==> src/rtl/mul_sched_pkg.sv <==
// Shared types and sizing for the two-lane multiplier share scheduler.
package mul_sched_pkg;

    localparam int unsigned DATA_W             = 32;
    localparam int unsigned RD_W               = 5;
    localparam int unsigned LANE_W             = 1;
    localparam int unsigned TIMEOUT_CYCLES_DEF = 40;

    typedef enum logic [1:0] {
        ST_IDLE  = 2'd0,
        ST_START = 2'd1,
        ST_WAIT  = 2'd2,
        ST_RESP  = 2'd3
    } state_e;

    typedef logic [LANE_W-1:0] lane_t;

    typedef struct packed {
        logic [DATA_W-1:0] op_a;
        logic [DATA_W-1:0] op_b;
        logic [RD_W-1:0]   rd;
    } mul_cmd_t;

endpackage

==> src/rtl/rr_arbiter2.sv <==
// Two-requester round-robin arbiter; the pointer moves past the winner on an accepted grant.
module rr_arbiter2
    import mul_sched_pkg::*;
(
    input  logic       clk_i,
    input  logic       rst_ni,
    input  logic [1:0] req,
    input  logic       accept,
    output logic [1:0] gnt_c,
    output lane_t      winner_c
);

    lane_t ptr_q;

    always_comb begin
        winner_c = lane_t'(0);
        gnt_c    = 2'b00;
        if (req[0] && req[1]) begin
            winner_c = ptr_q;
        end else if (req[1]) begin
            winner_c = lane_t'(1);
        end
        if (|req) begin
            gnt_c[winner_c] = 1'b1;
        end
    end

    always_ff @(posedge clk_i or negedge rst_ni) begin
        if (!rst_ni) begin
            ptr_q <= lane_t'(0);
        end else if (accept && |req) begin
            ptr_q <= ~winner_c;
        end
    end

endmodule

==> src/rtl/mul_share_scheduler.sv <==
// Shares one multiplier between two request lanes: one owned operation at a time,
// round-robin grant, timeout abort, flush/drop handling and a one-entry rd scoreboard.
module mul_share_scheduler
    import mul_sched_pkg::*;
#(
    parameter int unsigned TIMEOUT_CYCLES = TIMEOUT_CYCLES_DEF
) (
    input  logic              clk_i,
    input  logic              rst_ni,
    input  logic              req0_valid_i,
    output logic              req0_ready_o,
    input  logic [DATA_W-1:0] req0_op_a_i,
    input  logic [DATA_W-1:0] req0_op_b_i,
    input  logic [RD_W-1:0]   req0_rd_idx_i,
    input  logic              req1_valid_i,
    output logic              req1_ready_o,
    input  logic [DATA_W-1:0] req1_op_a_i,
    input  logic [DATA_W-1:0] req1_op_b_i,
    input  logic [RD_W-1:0]   req1_rd_idx_i,
    output logic              resp0_valid_o,
    input  logic              resp0_ready_i,
    output logic              resp1_valid_o,
    input  logic              resp1_ready_i,
    output logic [DATA_W-1:0] resp_result_o,
    output logic [RD_W-1:0]   resp_rd_idx_o,
    input  logic              flush_i,
    output logic              mul_start_o,
    output logic [DATA_W-1:0] mul_op_a_o,
    output logic [DATA_W-1:0] mul_op_b_o,
    output logic [RD_W-1:0]   mul_rd_idx_o,
    input  logic              mul_busy_i,
    input  logic              mul_valid_i,
    input  logic [DATA_W-1:0] mul_result_i,
    input  logic [RD_W-1:0]   mul_rd_idx_i,
    output logic              pending_o,
    output logic [RD_W-1:0]   pending_rd_o,
    output logic              err_timeout_o,
    output logic              err_rd_o
);

    localparam int unsigned TIMER_W = $clog2(TIMEOUT_CYCLES + 1);

    state_e            state_q, state_d;
    mul_cmd_t          cmd_q, cmd_d, cmd0_c, cmd1_c;
    lane_t             owner_q, owner_d, winner_c;
    logic [DATA_W-1:0] result_q, result_d;
    logic              drop_q, drop_d;
    logic [TIMER_W-1:0] timer_q, timer_d;
    logic              err_to_d, err_rd_d;
    logic              grant_ok_c, own_ready_c;
    logic [1:0]        req_c, gnt_c;

    assign req_c       = {req1_valid_i, req0_valid_i};
    assign cmd0_c      = {req0_op_a_i, req0_op_b_i, req0_rd_idx_i};
    assign cmd1_c      = {req1_op_a_i, req1_op_b_i, req1_rd_idx_i};
    assign grant_ok_c  = (state_q == ST_IDLE) && !mul_busy_i && !flush_i;
    assign own_ready_c = (owner_q == lane_t'(1)) ? resp1_ready_i : resp0_ready_i;

    rr_arbiter2 u_arb (
        .clk_i    (clk_i),
        .rst_ni   (rst_ni),
        .req      (req_c),
        .accept   (grant_ok_c),
        .gnt_c    (gnt_c),
        .winner_c (winner_c)
    );

    assign req0_ready_o = grant_ok_c && gnt_c[0];
    assign req1_ready_o = grant_ok_c && gnt_c[1];

    assign mul_op_a_o    = cmd_q.op_a;
    assign mul_op_b_o    = cmd_q.op_b;
    assign mul_rd_idx_o  = cmd_q.rd;
    assign resp_result_o = result_q;
    assign resp_rd_idx_o = cmd_q.rd;

    // Next-state and next-register values; a dropped operation still waits out the multiplier.
    always_comb begin
        state_d  = state_q;
        cmd_d    = cmd_q;
        owner_d  = owner_q;
        result_d = result_q;
        drop_d   = drop_q;
        timer_d  = timer_q;
        err_to_d = 1'b0;
        err_rd_d = 1'b0;
        case (state_q)
            ST_IDLE: begin
                if (grant_ok_c && |req_c) begin
                    owner_d = winner_c;
                    cmd_d   = (winner_c == lane_t'(1)) ? cmd1_c : cmd0_c;
                    state_d = ST_START;
                end
            end
            ST_START: begin
                timer_d = '0;
                drop_d  = drop_q || flush_i;
                state_d = ST_WAIT;
            end
            ST_WAIT: begin
                timer_d = timer_q + TIMER_W'(1);
                drop_d  = drop_q || flush_i;
                if (mul_valid_i) begin
                    result_d = mul_result_i;
                    err_rd_d = (mul_rd_idx_i != cmd_q.rd);
                    state_d  = drop_d ? ST_IDLE : ST_RESP;
                end else if (timer_q == TIMER_W'(TIMEOUT_CYCLES - 1)) begin
                    err_to_d = 1'b1;
                    state_d  = ST_IDLE;
                end
            end
            ST_RESP: begin
                if (flush_i || own_ready_c) begin
                    state_d = ST_IDLE;
                end
            end
            default: state_d = ST_IDLE;
        endcase
        if (state_d == ST_IDLE) begin
            drop_d = 1'b0;
        end
    end

    // State register plus outputs registered from next-state decode.
    always_ff @(posedge clk_i or negedge rst_ni) begin
        if (!rst_ni) begin
            state_q       <= ST_IDLE;
            cmd_q         <= '0;
            owner_q       <= lane_t'(0);
            result_q      <= '0;
            drop_q        <= 1'b0;
            timer_q       <= '0;
            mul_start_o   <= 1'b0;
            resp0_valid_o <= 1'b0;
            resp1_valid_o <= 1'b0;
            pending_o     <= 1'b0;
            pending_rd_o  <= '0;
            err_timeout_o <= 1'b0;
            err_rd_o      <= 1'b0;
        end else begin
            state_q       <= state_d;
            cmd_q         <= cmd_d;
            owner_q       <= owner_d;
            result_q      <= result_d;
            drop_q        <= drop_d;
            timer_q       <= timer_d;
            mul_start_o   <= (state_d == ST_START);
            resp0_valid_o <= (state_d == ST_RESP) && (owner_d == lane_t'(0));
            resp1_valid_o <= (state_d == ST_RESP) && (owner_d == lane_t'(1));
            pending_o     <= (state_d != ST_IDLE) && !drop_d;
            pending_rd_o  <= ((state_d != ST_IDLE) && !drop_d) ? cmd_d.rd : '0;
            err_timeout_o <= err_to_d;
            err_rd_o      <= err_rd_d;
        end
    end

endmodule
==> config.mk <==
export PLATFORM = sky130hd
export DESIGN_NAME = mul_share_scheduler
export DESIGN_NICKNAME = d
export VERILOG_FILES = /design/src/rtl/mul_sched_pkg.sv /design/src/rtl/rr_arbiter2.sv /design/src/rtl/mul_share_scheduler.sv
export SDC_FILE = /design/constraint.sdc
export NUM_CORES = 1
export LEC_CHECK = 0
export BUFFER_PORTS_ARGS = -buffer_cell sky130_fd_sc_hd__buf_2
export CORE_ASPECT_RATIO = 0.75
export CORE_MARGIN = 3
export CORE_UTILIZATION = 45
export DETAILED_ROUTE_END_ITERATION = 7
export PLACE_DENSITY = 0.81
export SLEW_MARGIN = 20
export SYNTH_ARGS = -nofsm -noshare
export SYNTH_HDL_FRONTEND = slang
export SYNTH_SLANG_ARGS = --single-unit
==> constraint.sdc <==
create_clock -name clk_i -period 2.9 [get_ports clk_i]
set_clock_uncertainty 0.2 [all_clocks]
set_input_delay 0.87 -clock clk_i [delete_from_list [all_inputs] [get_ports clk_i]]
set_output_delay 0.87 -clock clk_i [all_outputs]
set_load 0.01 [all_outputs]
## Word level (Yosys, flattened, before mapping)

Cells that the tools add are included.

| word-level totals | value |
|---|---|
| memories | 0 |
| bits in latches | 0 |
| logic and storage cells | 77 |
| register bits after elaboration | 123 |
| bits in read-only memories | 0 |
| memory bits (writable) | 0 |

| operators by class | value |
|---|---|
| $lt $le $gt $ge | 2 |
| $mul | 0 |
| mux-type cells | 26 |
| shifts and indexed selects | 0 |
| bitwise gates (word level) | 2 |
| div/mod/pow operators | 0 |
| reduce and logical (&&, ||, !) cells | 23 |
| equal/unequal tests | 7 |
| add/sub/neg operators | 1 |

Operator list:

| kind | count |
|---|---|
| $mux W69 | 1 |
| $mux W5 | 3 |
| $mux W1 | 13 |
| $mux W2 | 6 |
| $pmux W6 S2 | 1 |
| $logic_and A1 B1 Y1 | 10 |
| $pmux W2 S4 | 1 |
| $add A6 B1 Y6 const B | 1 |
| $eq A2 B2 Y1 const B | 3 |
| $eq A6 B6 Y1 const B | 1 |
| $ne A5 B5 Y1 | 1 |
| $eq A2 B1 Y1 const B | 2 |
| $logic_not A2 Y1 | 2 |
| $reduce_and A2 Y1 | 2 |
| $reduce_bool A2 Y1 | 2 |
| $reduce_or A2 Y1 | 2 |
| $logic_not A1 Y1 | 3 |
| $logic_or A1 B1 Y1 | 2 |
| $lt A1 B2 Y1 const B | 1 |
| $not A1 Y1 | 2 |
| $demux W1 S1 | 1 |
| $ge A1 B1 Y1 const B | 1 |

## Longest topological paths before layout

| depth | value |
|---|---|
| word-level depth | 11 |
| depth in mapped cells | 10 |

## Modules after synthesis

From an unflattened synthesis, not the netlist that was laid out.

| unflattened totals | value |
|---|---|
| cells, all modules | 487 |
| area, all modules | 5,541.6 µm² |

Modules (own cells, without submodules):

| module | seq. area each (µm²) | area an instance (µm²) | cells each | times used |
|---|---|---|---|---|
| mul_share_scheduler | 3,052.9 | 5,479.0 | 480 | 1 |
| rr_arbiter2 | 25.0 | 62.6 | 7 | 1 |

## Worst setup path before layout

OpenSTA, ideal clock, no wires.

| timing | value |
|---|---|
| kind | in2out |
| start | in mul_busy_i |
| end | out req0_ready_o |
| arrival | 1,775 ps |
| stages | 3 |
| path slack | 55 ps |
| data required time | 1,830 ps |
| path buffers | 1 |
| path through | or3b_1 -> buf_2 -> a211oi_2 |

| on the way | value |
|---|---|
| cells in the longest elaborated chain, start to end | 4 |

Ends and longest elaborated chain:

| element | RTL line | RTL |
|---|---|---|
| from (decl) | mul_share_scheduler.sv:31 | `input logic mul_busy_i,` |
| $logic_not A1 Y1 | mul_share_scheduler.sv:56 | `assign grant_ok_c = (state_q == ST_IDLE) && !mul_busy_i && !flush_i;` |
| $logic_and A1 B1 Y1 (2 in series) | mul_share_scheduler.sv:56 |  |
| $logic_and A1 B1 Y1 | mul_share_scheduler.sv:68 | `assign req0_ready_o = grant_ok_c && gnt_c[0];` |
| to (decl) | mul_share_scheduler.sv:11 | `output logic req0_ready_o,` |

No other way between the ends.

## Worst setup path in the final report

| timing | value |
|---|---|
| start | reg state_q[0] |
| end | out req0_ready_o |

| on the way | value |
|---|---|
| cells in the longest elaborated chain, start to end | 4 |

Ends and longest elaborated chain:

| element | RTL line | RTL |
|---|---|---|
| from (decl) | mul_share_scheduler.sv:43 | `state_e state_q, state_d;` |
| from (signal assigned) | mul_share_scheduler.sv:141 | `state_q <= state_d;` |
| $logic_not A2 Y1 | mul_share_scheduler.sv:56 |  |
| $logic_and A1 B1 Y1 (2 in series) | mul_share_scheduler.sv:56 |  |
| $logic_and A1 B1 Y1 | mul_share_scheduler.sv:68 |  |

No other way between the ends.

==> impl_metrics.json <==
{
  "stdcell_count": 968,
  "synthMuxAreaShare_pct": 18.3,
  "max-vdd-ir-drop_v": 0.000537,
  "gp_congestion": 0.852,
  "routed-via-count": 4863,
  "die_w_um": 134,
  "violations": "negative setup slack",
  "final_nets": 983,
  "yosys_most_used_dff": "dfrtp_1",
  "drc": 0,
  "dr.pass1.iters": 5,
  "setup_ws_ns": -0.0156,
  "grt_pass1_vias": 4907,
  "dp_slack_ns": -0.000246,
  "drv_cap": 0,
  "synth_edf_count": 0,
  "cts_tree": "done",
  "required_ns": 1.83,
  "status": "finished, violations left",
  "placed_cells": 933,
  "ys.warnings.count": 0,
  "antenna_found_initial": 1,
  "grt_usage_pct": 22.0,
  "leakage_nw": 4.33,
  "drtIter0Drc": 166,
  "min_period_ns": 2.92,
  "post-route-util_pct": 66.9,
  "syn_avg_cell_area_um2": 11.5,
  "worstSetupPathType": "register to primary output",
  "worstPathMaxFanout": 4,
  "placed_cell_area_mm2": 0.00729,
  "grt_pass1_wl_um": 23600,
  "ios": 303,
  "rsz0062_at_grt": "yes",
  "synthAdderAreaFrac_pct": 1.35,
  "ys_async_sr_fraction_pct": 100,
  "multi_input_area_mm2": 0.00225,
  "wl_per_cell_um": 16.0,
  "regArea_mm2": 0.00308,
  "dieHeight_um": 102,
  "syn2layout_area_growth_pct": 42.8,
  "whs_ns": 0.116,
  "fin_setup_tns_ns": -0.0156,
  "drive_gt1_share_pct": 49.6,
  "start_util_pct": 46.9,
  "synth-compound-area-share_pct": 11.1,
  "arrival_ns": 1.85,
  "viasPerCell": 5.02,
  "slew_violations": 0,
  "synthSimpleGateAreaFrac_pct": 8.26,
  "grt_max_degree": 77,
  "dieArea_mm2": 0.0137,
  "synth_top_family_by_area": "multiplexers",
  "port_buffers": 302,
  "setup_viol": 1,
  "final_area_mm2": 0.00792,
  "endpoint_kind": "primary output",
  "startpoint_type": "register",
  "finalHoldViolCount": 0,
  "max_freq_mhz": 343,
  "synth-seq-cells": 123,
  "synthCells": 484,
  "relSlewSlack_pct": 23.5,
  "hold_path.class": "input port to async pin",
  "wl_um": 15500,
  "synth_cell_types": 46,
  "core_mm2": 0.0118,
  "cts.sinks": 123,
  "drtAntennaViolNets": 0,
  "reg2reg_depth": 5,
  "final_common_cell": "buf_2",
  "worst_slew_pin_slew_ns": 1.14,
  "clkLatencyLatePin_ns": 0.40,
  "cts_max_level": 4,
  "cts_root_buffer": "clkbuf_16",
  "seq_area_frac_synth_pct": 55.5,
  "nFillCells": 958,
  "hold_buffers": 0,
  "diodes": 0,
  "period_share_pct": 101,
  "grt_overflow": 0,
  "rows": 34,
  "synth_area_mm2": 0.00554,
  "dp.final_hpwl_um": 12000,
  "numCtsBuffers": 17,
  "synth-xor-area-share_pct": 0.948,
  "syn_nets": 674,
  "power_density_mw_per_mm2": 1030,
  "cts.clk_slew.worst_paths_ns": 0.06,
  "power_mw": 8.12,
  "layout.cells.most_common_list": "buf_2 (301), dfrtp_1 (122), o21ai_0 (72)",
  "clk_path_buf_depth": 2
}
flip-flops by register name (all words and copies together), names as in the netlist:
name / count
drop_q: 1
err_timeout_o: 1
state_q: 2
mul_rd_idx_o: 5
err_rd_o: 1
resp1_valid_o: 1
timer_q: 6
resp_result_o: 32
mul_op_b_o: 32
resp0_valid_o: 1
u_arb.ptr_q: 1
owner_q: 1
pending_o: 1
pending_rd_o: 5
mul_op_a_o: 32
mul_start_o: 1
area by class of cell:
cell class | count | area share [%]
repair buffers | 325 | 22.1
multi-input cells | 312 | 28.4
flip-flops and latches | 123 | 38.9
clock inverters | 15 | 1.96
well taps | 162 | 2.56
clock buffers | 17 | 5.37
inverters | 14 | 0.695
routing by layer:
metal	share of wire (%)	routed length [um]	GRT usage (%)	vias to the layer above
li1	-	-	-	2311
met3	6.7	1040	6.59	22
met2	54	8370	40.9	196
met5	0.084	13	0	-
met1	38	5800	24.5	2332
met4	1.5	229	6.89	2
cells by family after synthesis:
kind of cell,Yosys count
DFF,123
adders and majority gates,6
and+or+nand+nor,98
AOI/OAI and AO/OA,105
xor gates and xnor gates,6
muxes,97
buffers and inverters,49
synth_stat cells, types with 2 or more instances:
cell type | instances | area [um^2]
dfrtp_1 | 123 | 3080
o21ai_0 | 72 | 360
nand2_1 | 69 | 259
mux2i_1 | 64 | 641
mux2_2 | 32 | 360
buf_2 | 17 | 85.1
inv_1 | 14 | 52.6
a21oi_1 | 7 | 35.0
clkbuf_1 | 7 | 26.3
a211oi_1 | 6 | 45.0
ha_1 | 6 | 75.1
buf_4 | 5 | 37.5
nor2_1 | 5 | 18.8
a222oi_1 | 4 | 40.0
nand3_1 | 4 | 20.0
a21o_1 | 3 | 22.5
and2_1 | 3 | 18.8
buf_1 | 3 | 11.3
buf_6 | 3 | 33.8
or3b_1 | 3 | 26.3
xnor2_1 | 3 | 26.3
xor2_1 | 3 | 26.3
nor2b_1 | 2 | 12.5
nor3b_1 | 2 | 15.0
nor4b_1 | 2 | 17.5
o31a_1 | 2 | 17.5
where the power goes:
| group | total (mW) | internal (mW) | switching (mW) |
|---|---|---|---|
| Combinational | 3.13 | 1.43 | 1.70 |
| Clock | 2.03 | 1.21 | 0.825 |
| Sequential | 2.96 | 2.52 | 0.440 |
| Total | 8.12 | 5.16 | 2.96 |
critical path, cell delays in order (launching register included):
cell	delay, ns
dfrtp_2	0.43
inv_4	0.08
ha_4	0.12
or3b_4	0.40
a211oi_2	0.24
buf_2	0.17
path summary, 6_finish.rpt:
kind,from,endpoint,slack (ns)
min in group clk_i,mul_op_b_o[29],mul_op_b_o[29],0.27
max,state_q[0],req0_ready_o,-0.02
min,rst_ni,u_arb.ptr_q,0.12
max reg2reg,timer_q[3],pending_o,0.09
max in group asynchronous,rst_ni,mul_op_a_o[16],1.74
min reg2reg,mul_op_b_o[29],mul_op_b_o[29],0.27
repair_timing:
action,4_1_cts,5_1_grt
buffers inserted,2,1
pin swaps,2,2
endpoints found under the setup margin,2,2
gates resized for setup,5,3
(Power assumes the default switching activity.)
